$ cat src/rtl/mux_pkg.sv
// Shared constants and buffer-state type for the select-mux pipeline.
// Used by mux_sel_n and sel_mux_pipe.
package mux_pkg;

  localparam int DEF_WIDTH  = 32;
  localparam int DEF_NUM_IN = 4;

  typedef enum logic [1:0] {
    EMPTY = 2'd0,
    ONE   = 2'd1,
    FULL  = 2'd2
  } buf_state_e;

endpackage

$ cat src/rtl/mux_sel_n.sv
// Combinational N-way channel select.
// An index with no matching channel yields all-zero data.
module mux_sel_n
  import mux_pkg::*;
#(
  parameter int WIDTH  = DEF_WIDTH,
  parameter int NUM_IN = DEF_NUM_IN,
  localparam int SEL_W = $clog2(NUM_IN)
) (
  input  logic [NUM_IN*WIDTH-1:0] in_data,
  input  logic [SEL_W-1:0]        in_sel,
  output logic [WIDTH-1:0]        out_data
);

  always_comb begin
    out_data = '0;
    for (int k = 0; k < NUM_IN; k++) begin
      if (in_sel == SEL_W'(k)) begin
        out_data = in_data[k*WIDTH +: WIDTH];
      end
    end
  end

endmodule

$ cat src/rtl/sel_mux_pipe.sv
// Channel select feeding a 2-entry skid buffer with registered in_ready.
// Define SEL_MUX_PIPE_SEL_ERR_EN to enable the sticky sel_err flag.
module sel_mux_pipe
  import mux_pkg::*;
#(
  parameter int WIDTH  = DEF_WIDTH,
  parameter int NUM_IN = DEF_NUM_IN,
  parameter int SEL_W  = $clog2(NUM_IN)
) (
  input  logic                    clk,
  input  logic                    reset_n,
  input  logic [NUM_IN*WIDTH-1:0] in_data,
  input  logic [SEL_W-1:0]        in_sel,
  input  logic                    in_valid,
  output logic                    in_ready,
  output logic [WIDTH-1:0]        out_data,
  output logic                    out_valid,
  input  logic                    out_ready,
  output logic                    sel_err
);

  buf_state_e       state_q, state_d;
  logic [WIDTH-1:0] main_q, main_d;
  logic [WIDTH-1:0] skid_q, skid_d;
  logic             in_ready_q, in_ready_d;
  logic [WIDTH-1:0] sel_data;
  logic             in_fire;
  logic             out_fire;

  mux_sel_n #(
    .WIDTH  (WIDTH),
    .NUM_IN (NUM_IN)
  ) u_sel (
    .in_data  (in_data),
    .in_sel   (in_sel),
    .out_data (sel_data)
  );

  assign in_ready  = in_ready_q;
  assign out_valid = (state_q != EMPTY);
  assign out_data  = main_q;
  assign in_fire   = in_valid && in_ready_q;
  assign out_fire  = out_valid && out_ready;

  always_comb begin
    state_d = state_q;
    main_d  = main_q;
    skid_d  = skid_q;
    unique case (state_q)
      EMPTY: begin
        if (in_fire) begin
          main_d  = sel_data;
          state_d = ONE;
        end
      end
      ONE: begin
        unique case (1'b1)
          in_fire && !out_fire: begin
            skid_d  = sel_data;
            state_d = FULL;
          end
          in_fire && out_fire: begin
            main_d = sel_data;
          end
          !in_fire && out_fire: begin
            state_d = EMPTY;
          end
          default: ;
        endcase
      end
      FULL: begin
        if (out_fire) begin
          main_d  = skid_q;
          state_d = ONE;
        end
      end
      default: state_d = EMPTY;
    endcase
    // Registered ready: next-cycle acceptance depends only on the next state.
    in_ready_d = (state_d != FULL);
  end

  always_ff @(posedge clk or negedge reset_n) begin
    if (!reset_n) begin
      state_q    <= EMPTY;
      main_q     <= '0;
      skid_q     <= '0;
      in_ready_q <= 1'b1;
    end else begin
      state_q    <= state_d;
      main_q     <= main_d;
      skid_q     <= skid_d;
      in_ready_q <= in_ready_d;
    end
  end

`ifdef SEL_MUX_PIPE_SEL_ERR_EN
  logic sel_err_q, sel_err_d;

  always_comb begin
    sel_err_d = sel_err_q | (in_fire && (32'(in_sel) >= NUM_IN));
  end

  always_ff @(posedge clk or negedge reset_n) begin
    if (!reset_n) begin
      sel_err_q <= 1'b0;
    end else begin
      sel_err_q <= sel_err_d;
    end
  end

  assign sel_err = sel_err_q;
`else
  assign sel_err = 1'b0;
`endif

endmodule

$ cat config.mk
export PLATFORM = sky130hd
export DESIGN_NAME = sel_mux_pipe
export DESIGN_NICKNAME = d
export VERILOG_FILES = /design/src/rtl/mux_pkg.sv /design/src/rtl/mux_sel_n.sv /design/src/rtl/sel_mux_pipe.sv
export SDC_FILE = /design/constraint.sdc
export NUM_CORES = 1
export LEC_CHECK = 0
export ABC_CLOCK_PERIOD_IN_PS = 4500
export BUFFER_PORTS_ARGS = -buffer_cell sky130_fd_sc_hd__clkbuf_2
export CAP_MARGIN = 15
export CORE_MARGIN = 2
export CORE_UTILIZATION = 54
export DETAILED_ROUTE_END_ITERATION = 8
export PLACE_DENSITY = 0.87
export SYNTH_ARGS = -nofsm -noshare
export SYNTH_HDL_FRONTEND = slang
export SYNTH_SLANG_ARGS = --single-unit
$ cat constraint.sdc
create_clock -name clk -period 4.5 [get_ports clk]
set_clock_uncertainty 0.1 [all_clocks]
set_input_delay 0.225 -clock clk [delete_from_list [all_inputs] [get_ports clk]]
set_output_delay 0.225 -clock clk [all_outputs]
set_load 0.05 [all_outputs]
Yosys cells after proc, flatten, opt, wreduce, memory -nomap -nowiden
Cells that the tools add are included.
Word-level totals
  input port bits: 134
  output and inout port bits: 35
  bits in registers: 67
Operators by class
  reduce and logical (&&, ||, !) cells: 13
  eq/ne operators: 9
  multiplexer cells: 12
Operators by type and width (number)
  2-to-1 mux 32 bit: 7
  case mux 32 bit (3 select lines): 1
  inequality test 2 bit, second input constant: 4
  equality test 2 bit, second input constant: 3
  case mux 2 bit (3 select lines): 1
  logical AND 1 bit: 5
  equality test 2 x 1 -> 1 bit, second input constant: 2
  logical NOT 2 bit: 2
  2-to-1 mux 2 bit: 2
  case mux 2 bit (2 select lines): 1
  AND reduction 4 bit: 1
  nonzero test 3 bit: 1
  logical NOT 1 bit: 2
  AND reduction 2 bit: 1
  nonzero test 2 bit: 1

Depth between registers and ports, before layout
Gate-level depths: netlist (run 1).
  depth in word-level cells: 7
  mapped depth: 6

By module
From an unflattened synthesis (run 1), not the netlist that was laid out.
Second synthesis, totals
  cell total of the unflattened synthesis: 227
  area, all modules: 4040.1 µm²
By module, submodules not included
  sel_mux_pipe: instances 1, seq. area each 1677.9 µm², area an instance 3225.6 µm², cells each 188
  mux_sel_n: instances 1, seq. area each 0.0 µm², area an instance 814.5 µm², cells each 39

Least setup slack after synthesis (run 1)
No wires, ideal clock.
  path kind: reg-to-reg
  start point: register in_ready_q, in the netlist in_ready
  end point: register skid_q[10]
  required time: 4.275 ns
  slack: 2.457 ns
  stages on the path, launching flop included: 6
  clock period less this slack: 2.043 ns
  path buffers: 2
  data arrival time: 1.818 ns
  library setup time: 0.125 ns
  cells stage by stage: dfstp_2 -> and2_1 -> buf_2 -> nor3b_4 -> buf_6 -> mux2_2
Between the ends
  longest elaborated chain between the ends: 3
Ends and longest elaborated chain
  from (decl): RTL line sel_mux_pipe.sv:25  | logic in_ready_q, in_ready_d;
  from (signal assigned): RTL line sel_mux_pipe.sv:93  | in_ready_q <= in_ready_d;
  logical AND 1 bit: RTL line sel_mux_pipe.sv:42  | assign in_fire = in_valid && in_ready_q;
  logical AND 1 bit: RTL line sel_mux_pipe.sv:58  | in_fire && !out_fire: begin
  AND reduction 2 bit (no source line)
  to (signal assigned): RTL line sel_mux_pipe.sv:92  | skid_q <= skid_d;
  to (decl): RTL line sel_mux_pipe.sv:24  | logic [WIDTH-1:0] skid_q, skid_d;
No other way between the ends.
A chain may end at the register's enable or synchronous reset.

Worst setup path in the final report (run 1)
  start point: register in_ready_q, in the netlist in_ready
  end point: register skid_q[26]
The elaborated chain is that of the path after synthesis.

==> results of run 1 <==
## Yosys cell counts, drive strengths merged
cell	n
dfrtp	66
clkbuf	18
or2	1
nand2	32
a21oi	1
dfstp	1
nor2b	1
a311oi	32
mux2	32
o2bb2ai	1
a31o	1
and2	1
or3	32
nand3b	32
nor3b	1
a21o	1
nand3	2
buf	33
nand2b	2
a41oi	32
and3b	1
conb	1
inv	1
o21ai	1
mux2i	97
## per-layer routing
layer,GRT usage (%),vias up
met1,31.6,1916
met2,43.5,192
met3,3.56,23
met5,0,-
met4,12.9,0
li1,-,1908
## final cells by class
class | count | area, um^2
Inverter | 1 | 3.75
Multi-Input combinational cell | 304 | 2570
Clock inverter | 4 | 72.6
Tap cell | 105 | 131
Sequential cell | 67 | 1680
Fill cell | 647 | 2640
Timing Repair Buffer | 175 | 923
Clock buffer | 12 | 155
## metrics by stage
step	util [%]	std cells	instance area [um^2]	power (mW)	hold WS [ps]
6_report	67.7	668	5530	3.11	23.2
5_1_grt	67.7	668	5530	3.26	18.2
4_1_cts	67.3	667	5500	3.11	9.18
3_5_place_dp	64.4	650	5270	2.53	367
3_3_place_gp	64.4	650	5270	2.47	360
2_1_floorplan	-	423	4530	2.15	-171
## worst max-delay path, stage by stage, from the launching register on
cell,delay (ps)
dfstp_2,550
and2_1,120
buf_4,360
nor3b_4,760
buf_4,380
mux2_2,370
## kinds of logic (layout without fill, tap and decap cells)
kind of cell,count (synthesis),count (layout),share of synthesized area (%)
buffers and inverters,52,192,6.38
muxes,129,129,29.4
AOI/OAI and AO/OA,69,69,13.2
and+or+nand+nor,105,105,13.9
other,1,1,0.0828
DFF,67,67,37.1
## power groups by stage
| stage | combinational (mW) | clock (mW) | sequential [mW] |
|---|---|---|---|
| finish | 1.45 | 0.573 | 1.09 |
| global route | 1.54 | 0.604 | 1.11 |
| CTS | 1.45 | 0.576 | 1.08 |
| detailed placement | 1.44 | 0 | 1.09 |
| global placement | 1.39 | 0 | 1.08 |
| floorplan | 0.599 | 0 | 1.55 |
## worst paths after layout
path | startpoint | end | slack, ps | depth (start not counted)
max | in_ready | skid_q[26] | 1710 | 5
min | out_ready | state_q[1] | 20 | 2
max reg2reg | in_ready | skid_q[26] | 1710 | 5
min reg2reg | skid_q[6] | skid_q[6] | 410 | 1
max in group asynchronous | reset_n | out_data[15] | 3240 | 3
min in group asynchronous | reset_n | state_q[0] | 500 | 3
## registers in the layout, indices dropped and copies added, names as in the netlist
| signal | flops |
|---|---|
| state_q | 2 |
| in_ready | 1 |
| out_data | 32 |
| skid_q | 32 |
## cell usage in the layout (no fill, tap or decap), types with 2 or more instances in the layout
| cell type | netlist | final |
|---|---|---|
| mux2_2 | 31 | 31 |
| bufinv_16 | 0 | 2 |
| mux2i_1 | 97 | 97 |
| dfrtp_1 | 66 | 66 |
| clkbuf_8 | 0 | 11 |
| nand2_1 | 32 | 32 |
| a41oi_1 | 32 | 32 |
| nand3b_1 | 32 | 32 |
| buf_4 | 6 | 8 |
| nand2b_1 | 2 | 2 |
| clkbuf_2 | 1 | 164 |
| nand3_1 | 2 | 2 |
| or3_1 | 32 | 32 |
| a311oi_1 | 32 | 32 |
==> reports/metrics.cfg, run 1 <==
[clock_network]
postCtsHoldBufs=1
cts_max_level=3
tritoncts=built
cts_setup_buffers=0
cts.path.max_buffers=2
path_clk_slew_ps=80
cts-root-buf=clkbuf_8
post_cts_resized=0
numCtsBuffers=9
clk_latency_ps=350
cts.sinks=67

[timing]
worstMarginPinSlew_ps=1030
period_minus_slack_ps=2790
final.setup.tns_ps=0
slew_headroom_pct=31.1
period_share_pct=62.1
fin_ws_ps=1710
drv_slew=0
final_hold_viol_count=0
rsz0062_at_grt=no
setup_viol=0
clock.fmax_mhz=358

[logic_synthesis]
yosysWarnings=0
syn_area_um2=4530
synth.distinct_cells=30
synth.avg_cell_area_um2=10.7
syn-num-nets=557
synthTopCellsByArea=dfrtp_1, mux2i_1, mux2_2
yosysSeqAreaShare_pct=37.1
synth_seq_cells=67
yosysTopAreaCellShare_pct=36.5
netlist.top_cell.by_area=dfrtp_1
synthCells=423

[run_status]
outcome=finished clean

[finish]
syn_to_final_growth_pct=22.2
drive_gt1_share_pct=40.1
num_antenna_cells=0
fin_nets=692

[routing]
wl_met1_um=4700
wl_per_cell_um=17.5
drc=0
wl_met2_um=5830
drtIter0Drc=268
viasPerCell=6.05
via_count=4039
drtAntennaViolNets=0
first_pass_iters=4
top_layer=met4
postRouteWirelength_um=11700
route.met3.wl_um=912

[floorplanning]
die_x_um=95.6
start_util_pct=55.4
pin_count=169
rows=33
chipHeight_um=95.6
core_um2=8180
design.die.area_um2=9130

[power_and_ir_drop]
pwr-share-seq_pct=35.0
clkPwrFrac_pct=18.4
swShare_pct=44.6
p_leak_nw=2.59
power.density_nw_per_um2=563
p_switching_mw=1.39
p_comb_share_pct=46.5
peakVddDrop_uv=374
p_int_mw=1.72

[global_routing]
antenna_found_initial=0
grt_pass1_vias=3941
gr-total-overflow=0
grt_max_degree=97
grt_pass1_wl_um=18200
grt_usage_pct=25.6

[flow_run]
cap_violations=0

[critical_path]
arrival_ps=2920
cp.required_ps=4630
crit_type=reg2reg
start_kind=register
endpoint_kind=register
critPathMaxFanout=37

[place]
place.gp.congestion=0.792
dpl.hpwl_um=7770
io_buffers=167
pre_cts_ws_ps=1720

[hold_path]
hold_path_class=in2reg

(Power assumes the default switching activity.)
==> run 2, diff against run 1 <==
Settings changed: ABC_CLOCK_PERIOD_IN_PS 4500 to 2300, CORE_UTILIZATION 54 to 45, PLACE_DENSITY 0.87 to 0.77.
Clock period 4.5 ns to 2.3 ns, I/O delays scaled along.
==> reports/metrics.cfg, run 2 (synthesis results as in run 1) <==
[critical_path]
crit_path_max_incr_delay_ps=700  ; -60 ps
cp.required_ps=2360  ; -2270 ps
worstRegToRegCells=3  ; -2
r2r-end=out_data[23]
cp_top_family=compound AO/OA/AOI/OAI gates
arrival_ps=2050  ; -870 ps
critPathMaxFanout=32  ; -14%
r2r_slack_ps=350  ; -1360 ps
path_buf_inv=2  ; unchanged
slowest_stage=a31o_2
cp_cell_sequence=dlygate4sd3_1, clkbuf_2, nand2b_2, a31o_2, a41oi_1
crit_type=in2reg
endpoint_kind=register
timing.rr.start=state_q[0]
start_kind=primary input

[clock_network]
cts.path.max_buffers=2  ; unchanged
cts_max_level=3  ; unchanged
tritoncts=built
cts.sinks=67  ; unchanged
cts_setup_buffers=0  ; unchanged
clk_latency_ps=340  ; about the same
cts-root-buf=clkbuf_8
path_clk_slew_ps=70  ; about the same
numCtsBuffers=9  ; unchanged

[floorplanning]
core_um2=9770  ; +20%
start_util_pct=46.3  ; -9.1 points
design.die.area_um2=10900  ; +19%
rows=36  ; +9.1%
chipHeight_um=104  ; +9.1%
pin_count=169  ; unchanged
die_x_um=104  ; +9.1%

[place]
placed_area_um2=5400  ; +2.6%
pre_cts_ws_ps=348  ; -1370 ps
place.gp.congestion=0.771  ; -2.7%
dpl.hpwl_um=8230  ; +6.0%
io_buffers=167  ; unchanged

[global_routing]
gr-total-overflow=0  ; unchanged
use_met3_pct=3.51  ; -0.049 points
antenna_found_initial=0  ; unchanged
met1_usage_pct=29.3  ; -2.3 points
use_met2_pct=36.7  ; -6.8 points
grt_pass1_wl_um=20000  ; +10%
grt_max_degree=65  ; -33%
grt_pass1_vias=4112  ; +4.3%
grt_usage_pct=22.4  ; -3.1 points
top_usage_layer=met2

[routing]
wl_per_cell_um=17.3  ; -1.4%
via_count=4076  ; +0.92%
postRouteWirelength_um=12200  ; +4.0%
viasPerCell=5.79  ; -4.2%
drc=0  ; unchanged
drtAntennaViolNets=0  ; unchanged
first_pass_iters=4  ; unchanged
drtIter0Drc=188  ; -30%

[finish]
final_common_cell=clkbuf_2
fin_util_pct=57.8  ; -9.9 points
fin_area_um2=5650  ; +2.1%
syn_to_final_growth_pct=24.8
drive_gt1_share_pct=41.0  ; +0.84 points
num_antenna_cells=0  ; unchanged
final_cell_mix=clkbuf_2, mux2i_1, dfrtp_1
fin_nets=700  ; +1.2%

[timing]
drv_slew=0  ; unchanged
rsz0062_at_grt=no
clock.fmax_mhz=502
period_minus_slack_ps=1990
setup_viol=0  ; unchanged
slew_headroom_pct=49.0  ; +18 points
period_share_pct=86.6
worstMarginPinSlew_ps=765  ; -268 ps
final_hold_viol_count=0  ; unchanged
fin_ws_ps=309  ; -1400 ps
final.setup.tns_ps=0  ; unchanged

[power_and_ir_drop]
power.density_nw_per_um2=1080  ; +92%
peakVddDrop_uv=447  ; +19%
p_leak_nw=2.64  ; +1.7%
fin_total_pwr_mw=6.10  ; +96%

[hold_path]
hold_path_class=in2reg
whs_path_depth=4  ; +2
hold_end=state_q[0]
worstHoldStart=in_valid

[run_status]
outcome=finished clean

[flow_run]
cap_violations=0  ; unchanged

==> run 2: timing repair <==
| action | CTS | global route |
|---|---|---|
| hold buffers | 2 | 0 |
| endpoints found under the hold margin | 68 | 0 |
| resized for setup | 0 | 0 |
==> run 2: how the worst max path moves through the flow <==
| stage | cells after the start | slack [ps] | from | to |
|---|---|---|---|---|
| floorplan | 5 | 260 | in_ready | skid_q[10] |
| global placement | 3 | 460 | state_q[0] | out_data[8] |
| detailed placement | 3 | 350 | state_q[0] | out_data[18] |
| CTS | 5 | 320 | out_ready | out_data[23] |
| global route | 5 | 190 | out_ready | out_data[12] |
| finish | 5 | 310 | out_ready | out_data[23] |
==> run 2: where the power goes <==
group          leakage [nW]  switching, mW  internal, mW
Combinational          1.75           1.90         0.955
Clock                 0.113          0.472         0.669
Sequential            0.775          0.342          1.76
==> run 2: per-stage QoR <==
stage | hold slack [ps] | cells
6_report | 80.0 | 704
3_5_place_dp | 75.1 | 686
4_1_cts | 61.1 | 704
2_1_floorplan | -281 | 423
5_1_grt | 78.7 | 704
3_3_place_gp | 66.6 | 686
==> run 2: routing by layer <==
metal | share of wire [%] | vias to the layer above | routed length, um
met4 | 2.2 | 0 | 265
met2 | 50 | 171 | 6040
met3 | 5.6 | 18 | 682
li1 | - | 1916 | -
met1 | 43 | 1971 | 5170
met5 | 0 | - | 0
==> run 2: worst min-delay path: stages <==
cell and delay, ps:
clkbuf_2 100, nand3_1 70, o21ai_0 80, o2bb2ai_1 120
==> run 2: area by class of cell <==
cell class / instances / area [um^2]
multi-input cells: 304 / 2570
inverters: 1 / 3.75
repair buffers: 183 / 1000
clock inverters: 4 / 72.6
well taps: 133 / 166
fillers: 855 / 4130
clock buffers: 12 / 155
flip-flops and latches: 67 / 1680
